File: src/rtl/sixteen_bit_serial_subtractor_pkg.sv
// Shared definitions for the nibble-serial subtractor: default widths and FSM states.
package sixteen_bit_serial_subtractor_pkg;

  localparam int unsigned DEF_WIDTH  = 16;
  localparam int unsigned DEF_SLICE  = 4;
  localparam int unsigned DEF_NSLICE = DEF_WIDTH / DEF_SLICE;

  typedef enum logic [1:0] {
    IDLE = 2'd0,
    RUN  = 2'd1,
    DONE = 2'd2
  } state_t;

endpackage

File: src/rtl/sixteen_bit_serial_subtractor_slice.sv
// Four-bit lookahead slice computing a + bn + cin, with bn the pre-inverted subtrahend.
module four_bit_sub_slice (
  input  logic [3:0] a,
  input  logic [3:0] bn,
  input  logic       cin,
  output logic [3:0] s,
  output logic       cout
);

  logic [3:0] p;
  logic [3:0] g;
  logic [3:0] c;
  logic       grp_p;
  logic       grp_g;

  assign p = a ^ bn;
  assign g = a & bn;

  // Every carry is expanded from cin directly so no carry ripples through the slice.
  assign c[0] = cin;
  assign c[1] = g[0] | (p[0] & cin);
  assign c[2] = g[1] | (p[1] & g[0]) | (p[1] & p[0] & cin);
  assign c[3] = g[2] | (p[2] & g[1]) | (p[2] & p[1] & g[0]) | (p[2] & p[1] & p[0] & cin);

  assign grp_p = &p;
  assign grp_g = g[3] | (p[3] & g[2]) | (p[3] & p[2] & g[1]) | (p[3] & p[2] & p[1] & g[0]);

  assign cout = grp_g | (grp_p & cin);
  assign s    = p ^ c;

endmodule

File: src/rtl/sixteen_bit_serial_subtractor.sv
// Multi-cycle D = A - B - Bin, one 4-bit slice per clock, LSB first, with valid/ready on both sides.
module sixteen_bit_serial_subtractor
  import sixteen_bit_serial_subtractor_pkg::*;
#(
  parameter int unsigned WIDTH = DEF_WIDTH,
  parameter int unsigned SLICE = DEF_SLICE
) (
  input  logic             clk,
  input  logic             rst_n,
  input  logic             in_valid,
  output logic             in_ready,
  input  logic [WIDTH-1:0] A,
  input  logic [WIDTH-1:0] B,
  input  logic             Bin,
  output logic             out_valid,
  input  logic             out_ready,
  output logic [WIDTH-1:0] D,
  output logic             Bout,
  output logic             V
);

  localparam int unsigned NSLICE = WIDTH / SLICE;
  localparam int unsigned CNT_W  = (NSLICE > 1) ? $clog2(NSLICE) : 1;
  localparam logic [CNT_W-1:0] LAST = CNT_W'(NSLICE - 1);

  state_t           state;
  logic             armed;
  logic [CNT_W-1:0] cnt;
  logic [WIDTH-1:0] a_q;
  logic [WIDTH-1:0] bn_q;
  logic             c_q;
  logic [SLICE-1:0] s;
  logic             cout;
  logic [WIDTH-1:0] d_next;
  logic             accept;

  // Operands shift right each cycle, so the active slice always sits in the low bits.
  four_bit_sub_slice u_slice (
    .a    (a_q[SLICE-1:0]),
    .bn   (bn_q[SLICE-1:0]),
    .cin  (c_q),
    .s    (s),
    .cout (cout)
  );

  always_comb begin
    d_next = D;
    for (int unsigned i = 0; i < NSLICE; i++) begin
      if (cnt == CNT_W'(i)) d_next[i*SLICE +: SLICE] = s;
    end
  end

  // armed keeps in_ready low until the first clock after reset release.
  assign in_ready = armed & ((state == IDLE) | ((state == DONE) & out_ready));
  assign accept   = in_valid & in_ready;

  always_ff @(posedge clk or negedge rst_n) begin
    if (!rst_n) begin
      state     <= IDLE;
      armed     <= 1'b0;
      cnt       <= '0;
      a_q       <= '0;
      bn_q      <= '0;
      c_q       <= 1'b0;
      D         <= '0;
      Bout      <= 1'b0;
      V         <= 1'b0;
      out_valid <= 1'b0;
    end else begin
      armed <= 1'b1;
      case (state)
        IDLE: ;
        RUN: begin
          D    <= d_next;
          c_q  <= cout;
          a_q  <= a_q >> SLICE;
          bn_q <= bn_q >> SLICE;
          cnt  <= cnt + CNT_W'(1);
          if (cnt == LAST) begin
            Bout      <= ~cout;
            // Sign bits of A and B differ exactly when A's MSB equals the inverted B's MSB.
            V         <= (a_q[SLICE-1] == bn_q[SLICE-1]) & (s[SLICE-1] != a_q[SLICE-1]);
            out_valid <= 1'b1;
            state     <= DONE;
          end
        end
        DONE: begin
          if (out_ready) begin
            out_valid <= 1'b0;
            state     <= IDLE;
          end
        end
        default: state <= IDLE;
      endcase
      if (accept) begin
        a_q   <= A;
        bn_q  <= ~B;
        c_q   <= ~Bin;
        cnt   <= '0;
        state <= RUN;
      end
    end
  end

endmodule

File: config.mk
export PLATFORM = sky130hd
export DESIGN_NAME = sixteen_bit_serial_subtractor
export DESIGN_NICKNAME = d
export VERILOG_FILES = /design/src/rtl/sixteen_bit_serial_subtractor_pkg.sv /design/src/rtl/sixteen_bit_serial_subtractor_slice.sv /design/src/rtl/sixteen_bit_serial_subtractor.sv
export SDC_FILE = /design/constraint.sdc
export NUM_CORES = 1
export LEC_CHECK = 0
export ABC_CLOCK_PERIOD_IN_PS = 2000
export BUFFER_PORTS_ARGS = -buffer_cell sky130_fd_sc_hd__buf_4
export CELL_PAD_IN_SITES_DETAIL_PLACEMENT = 0
export CELL_PAD_IN_SITES_GLOBAL_PLACEMENT = 1
export CORE_MARGIN = 8
export CORE_UTILIZATION = 38
export CTS_BUF_LIST = sky130_fd_sc_hd__clkbuf_16
export DETAILED_ROUTE_END_ITERATION = 10
export PLACE_DENSITY = 0.84
export RECOVER_POWER = 100
export SETUP_SLACK_MARGIN = 0.1
export SLEW_MARGIN = 40
export SYNTH_ARGS = -nofsm -noshare
export SYNTH_HDL_FRONTEND = slang
export SYNTH_SLANG_ARGS = --single-unit
File: constraint.sdc
create_clock -name clk -period 2 [get_ports clk]
set_input_delay 0.2 -clock clk [delete_from_list [all_inputs] [get_ports clk]]
set_output_delay 0.2 -clock clk [all_outputs]
set_load 0.01 [all_outputs]
==> results.sh, run 1 <==
export IMPL_status="finished, final reports clean"
export IMPL_fillers=606
export IMPL_power_leakage_nw=1.53
export IMPL_startpoint="a_q[0]"
export IMPL_seq_area_frac_synth=0.576
export IMPL_hp_class="in -> reg"
export IMPL_fin_total_pwr_mw=5.14
export IMPL_start_util=0.392
export IMPL_first_iter_violations=136
export IMPL_wl_met2_microns=2530
export IMPL_stdcell_count=374
export IMPL_report_final_hold_viol_count=0
export IMPL_ys_ff_latch=57
export IMPL_grt_pass1_wl_microns=9730
export IMPL_cp_arrival_ps=1930
export IMPL_rsz0062_at_grt="no"
export IMPL_maxCapViolCount=0
export IMPL_via_per_inst=5.09
export IMPL_n_antenna_cell=0
export IMPL_core_area_sq_mm=0.00631
export IMPL_syn2layout_area_growth_pct=27.1
export IMPL_cts_htree_levels=3
export IMPL_dp_hpwl_microns=3930
export IMPL_first_global_vias=2084
export IMPL_cp_end_kind="flip-flop"
export IMPL_r2r_start="a_q[0]"
export IMPL_finalWorstSetupSlack_ps=264
export IMPL_cts_setup_buffers=0
export IMPL_die_y_microns=96.7
export IMPL_cts_tree="yes"
export IMPL_max_freq_mhz=576
export IMPL_synth_area_leaders="dfrtp_1 58%, nand2_1 8.6%, a221o_1 4.9%"
export IMPL_drt_pass1_iterations=6
export IMPL_dp_cells=358
export IMPL_max_slew_margin=0.0808
export IMPL_portBuffers=56
export IMPL_layout_drive_gt1_share=0.182
export IMPL_syn_area_per_cell_sq_um=10.7
export IMPL_fin_skew_ps=5.44
export IMPL_ir_worst_vdd_mv=0.828
export IMPL_cts_sinks=57
export IMPL_place_ws_ps=242
export IMPL_route_detailed_drc=0
export IMPL_drt_antenna_violating_nets=0
export IMPL_clkLatencyLatePin_ps=320
export IMPL_rows=29
export IMPL_antenna_found_initial=0
export IMPL_syn_inst=232
export IMPL_min_period_ps=1740
export IMPL_cts_buffers=9
export IMPL_path_clk_slew_ps=50
export IMPL_cp_start_kind="flip-flop"
export IMPL_dieWidth_microns=96.7
export IMPL_syn_area_sq_mm=0.00247
export IMPL_met3_length_microns=354
export IMPL_yosys_area_top_type="dfrtp_1"
export IMPL_min_delay_start="B[12]"
export IMPL_finalSetupTns_ps=0
export IMPL_wl_met1_microns=2640
export IMPL_worst_pin_slew_ps=1380
export IMPL_top_layer="met4"
export IMPL_io_pins=57
export IMPL_clockRootBuffer="clkbuf_16"
export IMPL_grt_max_degree=58
export IMPL_synth_cell_types=32
export IMPL_finalWirelength_microns=5610
export IMPL_p_per_area_mw_per_mm2=1630
export IMPL_worstPathRequired_ps=2190
export IMPL_clk_path_buf_depth=2
export IMPL_final_core_util=0.498
export IMPL_yosysTopAreaCellShare=0.576
export IMPL_place_congestion=0.782
export IMPL_synth_nets=278
export IMPL_cp_max_fo=4
export IMPL_post_route_period_util=0.868
export IMPL_grtUsageTotal=0.128
export IMPL_setup_viol=0
export IMPL_nNetsFinal=339
export IMPL_wl_per_cell_microns=15.0
export IMPL_via_count=1904
export IMPL_slew_violations=0
export IMPL_grt_overflow=0
export IMPL_final_cell_mix="57 x dfrtp_1, 57 x nand2_1, 36 x buf_4, 23 x clkbuf_1, 21 x o21ai_0"
export IMPL_yosys_warnings=0
export IMPL_critical_path_class="reg -> reg"
export IMPL_dieArea_sq_mm=0.00935
per-layer routing:
layer,up-vias,global-route usage
li1,929,-
met1,907,0.153
met2,61,0.193
met3,7,0.0633
met4,0,0.0462
met5,-,0
flip-flops by register name, summed over array words and instances (netlist names), 2 cells and up:
signal  count
D          16
a_q        16
bn_q       16
cnt         2
state       2
power breakdown:
group          internal (mW)  switching (mW)
combinational          0.699            1.11
sequential              1.63           0.285
clock                  0.935           0.479
total                   3.26            1.88
metrics by stage:
step | hold WS [ps] | cell area, sq um
3_3_place_gp | 296 | 2950
2_1_floorplan | -95.6 | 2470
6_report | 54.5 | 3150
4_1_cts | 38.5 | 3240
3_5_place_dp | 301 | 2950
5_1_grt | 41.4 | 3150
kinds of logic after synthesis:
logic type	synth area share
AND/OR/NAND/NOR	0.144
AO/OA/AOI/OAI	0.172
flip-flops	0.576
buffers and inverters	0.0389
adder cells (fa/ha/maj)	0.0485
XOR/XNOR	0.0142
other	0.00152
multiplexers	0.00455
final timing paths:
path                       endpoint  slack [ps]  cells past startpoint
setup / recovery               D[7]         260                      5
hold / removal             bn_q[12]          50                      2
setup reg to reg               D[7]         260                      5
hold reg to reg               D[13]         470                      2
max in group asynchronous      D[6]         430                      2
min in group asynchronous  bn_q[15]         740                      2
final cells by class:
class	instances	area, sq um	share of cell area
clock inverter	6	51.3	0.0163
timing repair buffer	61	372	0.118
sequential	57	1430	0.453
multi-input combinational	157	950	0.302
tap	77	96.3	0.0306
inverter	7	26.3	0.00835
clock buffer	9	225	0.0716
critical path, stage by stage (launching register included):
cell	delay [ps]
dfrtp_1	400
ha_1	300
a211o_1	300
a21o_1	200
xnor2_1	290
o21ai_0	120
synth_stat cells (all sizes together):
| cell | count |
|---|---|
| mux2 | 1 |
| a41oi | 1 |
| nand3 | 9 |
| buf | 9 |
| a21o | 1 |
| inv | 7 |
| dfrtp | 57 |
| a211o | 1 |
| a22oi | 12 |
| and3 | 1 |
| a21oi | 3 |
| nand2 | 57 |
| and2b | 1 |
| o31ai | 2 |
| nand2b | 1 |
| ha | 8 |
| nor2 | 13 |
| o21a | 1 |
| xnor2 | 2 |
| conb | 1 |
| o221ai | 1 |
| and4 | 1 |
| fa | 1 |
| xor2 | 2 |
| clkbuf | 2 |
| nand4 | 1 |
| a221o | 12 |
| o21ai | 24 |
what timing repair did:
action | 4_1_cts | 5_1_grt
resized for setup | 0 | 1
endpoints found under the setup margin | 0 | 2
hold buffers | 1 | 0
hold endpoints to repair | 57 | 0
No activity file was read; power rests on OpenSTA's default activity.
==> run 2: changes to the inputs <==
--- a/config.mk
+++ b/config.mk
@@ -5,7 +5,6 @@
 export SDC_FILE = /design/constraint.sdc
 export NUM_CORES = 1
 export LEC_CHECK = 0
-export ABC_CLOCK_PERIOD_IN_PS = 2000
 export BUFFER_PORTS_ARGS = -buffer_cell sky130_fd_sc_hd__buf_4
 export CELL_PAD_IN_SITES_DETAIL_PLACEMENT = 0
 export CELL_PAD_IN_SITES_GLOBAL_PLACEMENT = 1
@@ -15,7 +14,7 @@
 export DETAILED_ROUTE_END_ITERATION = 10
 export PLACE_DENSITY = 0.84
 export RECOVER_POWER = 100
-export SETUP_SLACK_MARGIN = 0.1
+export SETUP_SLACK_MARGIN = 0.5
 export SLEW_MARGIN = 40
 export SYNTH_ARGS = -nofsm -noshare
 export SYNTH_HDL_FRONTEND = slang
==> run 2 against run 1 <==
Net effect: critical path depth unchanged; clock power decreased by 6%; routed wire length increased by 7.8%; flip-flop and latch count unchanged; setup slack got worse by 51 ps; non-clock buffer count increased by 4; via count increased by 1.7%; clock skew about the same; maximum frequency decreased by 2.8%; critical path type unchanged; critical endpoint is now D[3]; largest power group is now combinational cells.
==> results.sh, run 2 (synthesis results as in run 1) <==
export IMPL_cp_max_fo=4
export IMPL_cts_sinks=57
export IMPL_finalSetupTns_ps=0
export IMPL_rows=29
export IMPL_critical_path_class="reg -> reg"
export IMPL_dp_hpwl_microns=3880
export IMPL_core_area_sq_mm=0.00631
export IMPL_dp_cells=358
export IMPL_status="finished, final reports clean"
export IMPL_cts_buffers=9
export IMPL_cp_arrival_ps=1980
export IMPL_multi_input_area_sq_um=973
export IMPL_dieWidth_microns=96.7
export IMPL_via_count=1937
export IMPL_post_route_period_util=0.894
export IMPL_portBuffers=56
export IMPL_p_per_area_mw_per_mm2=1630
export IMPL_min_period_ps=1790
export IMPL_dieArea_sq_mm=0.00935
export IMPL_power_leakage_nw=1.54
export IMPL_clockRootBuffer="clkbuf_16"
export IMPL_nNetsFinal=345
export IMPL_max_slew_margin=0.518
export IMPL_first_global_vias=1986
export IMPL_max_freq_mhz=560
export IMPL_via_per_inst=5.08
export IMPL_hp_class="in -> reg"
export IMPL_syn2layout_area_growth_pct=28.6
export IMPL_place_congestion=0.721
export IMPL_maxCapViolCount=0
export IMPL_fin_skew_ps=4.96
export IMPL_reg2regPathDepth=5
export IMPL_placed_cell_area_sq_mm=0.00296
export IMPL_clk_path_buf_depth=2
export IMPL_grt_pass1_wl_microns=9450
export IMPL_first_iter_violations=121
export IMPL_ir_worst_vdd_mv=0.696
export IMPL_wl_per_cell_microns=15.9
export IMPL_grt_overflow=0
export IMPL_grt_max_degree=58
export IMPL_setup_viol=0
export IMPL_cp_end_kind="flip-flop"
export IMPL_path_clk_slew_ps=50
export IMPL_clkLatencyLatePin_ps=320
export IMPL_cts_htree_levels=3
export IMPL_antenna_found_initial=0
export IMPL_report_final_hold_viol_count=0
export IMPL_worstPathRequired_ps=2190
export IMPL_reg_largest_list="D x16, a_q x16, bn_q x16"
export IMPL_fillers=600
export IMPL_cp_start_kind="flip-flop"
export IMPL_n_antenna_cell=0
export IMPL_finalWirelength_microns=6040
export IMPL_route_detailed_drc=0
export IMPL_drt_pass1_iterations=4
export IMPL_startpoint="a_q[0]"
export IMPL_hold_depth=2
export IMPL_die_y_microns=96.7
export IMPL_io_pins=57
export IMPL_r2r_start="a_q[0]"
export IMPL_start_util=0.392
export IMPL_final_area_sq_mm=0.00318
export IMPL_drt_antenna_violating_nets=0
export IMPL_final_cell_mix="57 x dfrtp_1, 57 x nand2_1, 39 x buf_4, 25 x clkbuf_1, 17 x o21ai_0"
export IMPL_stdcell_count=381
export IMPL_cts_tree="yes"
export IMPL_layout_drive_gt1_share=0.201
export IMPL_rsz0062_at_grt="yes"
export IMPL_grtUsageTotal=0.121
export IMPL_worst_pin_slew_ps=724
export IMPL_min_delay_start="B[13]"
export IMPL_slew_violations=0
export IMPL_regArea_sq_mm=0.00143
run 2: metrics by stage:
step                      setup slack [ps]   util  hold WS (ps)  total power [mW]
final                                  213  0.504          53.3              5.19
after global routing                   147  0.504          50.9              5.58
after CTS                              345  0.518          46.3              5.42
after detailed placement               293  0.469           303              3.96
after global placement                 328  0.469           306              3.90
after floorplan                        451      -         -95.6              3.27
run 2: metal layers:
layer	vias up	GRT usage	wire (microns)
met5	-	0	0
met4	0	0.0284	59
met3	7	0.0597	408
met2	53	0.181	2690
met1	930	0.152	2880
li1	947	-	-
run 2: timing repair:
item | 4_1_cts | 5_1_grt
endpoints found under the hold margin | 57 | 0
cloned | 0 | 2
setup buffers | 3 | 1
setup endpoints to repair | 42 | 46
gates resized for setup | 6 | 6
pin swaps | 4 | 5
hold buffers | 1 | 0
run 2: final cells by class:
class,instances,area share
timing repair buffer,65,0.125
clock buffer,9,0.0708
multi-input combinational,159,0.306
sequential,57,0.448
clock inverter,7,0.0122
inverter,7,0.00825
tap,77,0.0303
run 2: worst paths after layout:
path                              to  slack, ps
setup / recovery                D[3]        210
hold / removal              bn_q[13]         50
setup reg to reg                D[3]        210
hold reg to reg                 D[9]        470
max in group asynchronous    a_q[10]       1030
min in group asynchronous  out_valid        470
run 2: power breakdown:
part / internal (mW) / total, mW / switching [mW]
Sequential: 1.63 / 1.91 / 0.285
Combinational: 0.757 / 1.95 / 1.19
Clock: 0.821 / 1.33 / 0.509
Total: 3.20 / 5.19 / 1.99
run 2: worst max-delay path: stages (launching register included):
cell	delay, ps
dfrtp_1	380
ha_1	300
a211o_1	300
a21o_1	240
xnor2_1	320
o21ai_0	130
==> run 3: changes to the inputs <==
--- a/config.mk
+++ b/config.mk
@@ -5,14 +5,15 @@
 export SDC_FILE = /design/constraint.sdc
 export NUM_CORES = 1
 export LEC_CHECK = 0
-export BUFFER_PORTS_ARGS = -buffer_cell sky130_fd_sc_hd__buf_4
+export BUFFER_PORTS_ARGS = -buffer_cell sky130_fd_sc_hd__clkbuf_2
 export CELL_PAD_IN_SITES_DETAIL_PLACEMENT = 0
 export CELL_PAD_IN_SITES_GLOBAL_PLACEMENT = 1
 export CORE_MARGIN = 8
-export CORE_UTILIZATION = 38
+export CORE_UTILIZATION = 40
 export CTS_BUF_LIST = sky130_fd_sc_hd__clkbuf_16
 export DETAILED_ROUTE_END_ITERATION = 10
-export PLACE_DENSITY = 0.84
+export HOLD_SLACK_MARGIN = 0.15
+export PLACE_DENSITY = 0.87
 export RECOVER_POWER = 100
 export SETUP_SLACK_MARGIN = 0.5
 export SLEW_MARGIN = 40
==> run 3 against run 2 <==
Net effect: hold slack better by 130 ps; flip-flop and latch count unchanged; global-route usage rose by 2.1 points; register-to-register slack improved by 30 ps; clock power barely moved; critical path type unchanged; highest routed layer unchanged.
==> results.sh, run 3 (synthesis results as in run 1) <==
export IMPL_n_antenna_cell=0
export IMPL_crit_buf_inv=0
export IMPL_report_final_hold_viol_count=0
export IMPL_final_area_sq_mm=0.00334
export IMPL_dieWidth_microns=94.7
export IMPL_route_detailed_drc=0
export IMPL_grt_overflow=0
export IMPL_cts_sinks=57
export IMPL_cts_tree="yes"
export IMPL_layout_drive_gt1_share=0.204
export IMPL_max_freq_mhz=570
export IMPL_worst_pin_slew_ps=1220
export IMPL_via_count=2059
export IMPL_via_per_inst=5.10
export IMPL_grt_pass1_wl_microns=9890
export IMPL_finalSetupTns_ps=0
export IMPL_cts_htree_levels=3
export IMPL_ir_worst_vdd_mv=0.746
export IMPL_max_stage_delay_ps=390
export IMPL_final_common_cell="dfrtp_1"
export IMPL_die_y_microns=94.7
export IMPL_nNetsFinal=370
export IMPL_cp_arrival_ps=1940
export IMPL_fin_total_pwr_mw=5.30
export IMPL_stdcell_count=404
export IMPL_fin_skew_ps=3.58
export IMPL_drt_antenna_violating_nets=0
export IMPL_min_period_ps=1760
export IMPL_first_iter_violations=86
export IMPL_finalWirelength_microns=6110
export IMPL_syn2layout_area_growth_pct=35.0
export IMPL_cpLargestDelayFamily="compound AO/OA/AOI/OAI gates"
export IMPL_grt_max_degree=37
export IMPL_maxCapViolCount=0
export IMPL_clk_path_buf_depth=2
export IMPL_io_pins=57
export IMPL_rows=28
export IMPL_wl_per_cell_microns=15.1
export IMPL_p_per_area_mw_per_mm2=1590
export IMPL_slew_violations=0
export IMPL_final_cell_mix="57 x dfrtp_1, 54 x nand2_1, 35 x clkbuf_2, 25 x clkbuf_1, 22 x dlygate4sd3_1"
export IMPL_place_ws_ps=262
export IMPL_first_global_vias=2129
export IMPL_cts_buffers=9
export IMPL_place_congestion=0.819
export IMPL_critPathSlowestCell="dfrtp_1"
export IMPL_worstPathRequired_ps=2190
export IMPL_path_cells="ha_1 > a211o_1 > a21o_1 > xnor2_1 > o21ai_0"
export IMPL_clockRootBuffer="clkbuf_16"
export IMPL_rsz0062_at_grt="yes"
export IMPL_finalWorstSetupSlack_ps=245
export IMPL_max_slew_margin=0.189
export IMPL_post_route_period_util=0.878
export IMPL_cp_start_kind="flip-flop"
export IMPL_drt_pass1_iterations=4
export IMPL_antenna_found_initial=0
export IMPL_cp_max_fo=4
export IMPL_reg_largest_list="D x16, a_q x16, bn_q x16"
export IMPL_placed_cell_area_sq_mm=0.00284
export IMPL_status="finished, final reports clean"
export IMPL_grtUsageTotal=0.142
export IMPL_start_util=0.416
export IMPL_dp_cells=357
export IMPL_dp_hpwl_microns=3850
export IMPL_path_clk_slew_ps=50
export IMPL_setup_viol=0
export IMPL_clkLatencyLatePin_ps=320
export IMPL_portBuffers=56
export IMPL_core_area_sq_mm=0.00596
export IMPL_critical_path_class="reg -> reg"
export IMPL_dieArea_sq_mm=0.00896
export IMPL_hp_class="in -> reg"
export IMPL_power_leakage_nw=1.64
export IMPL_cp_end_kind="flip-flop"
-- run 3: cell count changes in the layout (fill, tap and decap cells not counted), moves of 2 or more --
cell,before,now
buf_4,39,7
clkbuf_2,0,35
clkinv_1,0,2
clkinvlp_4,2,0
dlygate4sd3_1,1,22
nand2_1,57,54
nand2_2,0,3
o21ai_1,7,5
o21ai_2,0,2
-- run 3: what timing repair did --
action	4_1_cts	5_1_grt
hold buffers	22	0
setup buffers	7	1
endpoints found under the setup margin	34	24
pin swaps	1	10
gates cloned	0	1
hold endpoints to repair	42	0
resized for setup	4	20
-- run 3: layer usage --
| layer | share of wire | global-route usage |
|---|---|---|
| met4 | 0.014 | 0.0689 |
| met3 | 0.074 | 0.0437 |
| met5 | 0 | 0 |
| met1 | 0.46 | 0.180 |
| met2 | 0.45 | 0.215 |
-- run 3: final timing paths --
path                            startpoint  endpoint  slack, ps  cells past startpoint
max in group asynchronous            rst_n   a_q[12]        570                      3
worst max register to register      a_q[0]     D[15]        240                      5
worst min-delay path                  B[8]   bn_q[8]        180                      3
worst max-delay path                a_q[0]     D[15]        240                      5
worst min register to register     a_q[10]   a_q[10]        470                      2
min in group asynchronous            rst_n  state[1]        650                      2
-- run 3: cell type report --
type / count / area [sq um]
Fill cell: 555 / 2620
Sequential cell: 57 / 1430
Multi-Input combinational cell: 158 / 962
Timing Repair Buffer: 91 / 577
Clock buffer: 9 / 225
Tap cell: 75 / 93.8
Clock inverter: 7 / 30.0
Inverter: 7 / 26.3
-- run 3: worst min-delay path, cell delays in order --
cell and delay, ps:
clkbuf_2 80, nor2_1 90, a221o_1 100
-- run 3: power breakdown --
| group | switching, mW | internal (mW) | total [mW] |
|---|---|---|---|
| clock | 0.487 | 0.809 | 1.30 |
| combinational | 1.22 | 0.862 | 2.08 |
| sequential | 0.293 | 1.63 | 1.92 |
| total | 2.00 | 3.30 | 5.30 |
-- run 3: per-stage QoR --
| stage | hold slack, ps | util |
|---|---|---|
| after floorplan | -95.6 | - |
| after global placement | 216 | 0.476 |
| after detailed placement | 220 | 0.476 |
| after CTS | 179 | 0.568 |
| after global routing | 189 | 0.561 |
| final | 185 | 0.561 |
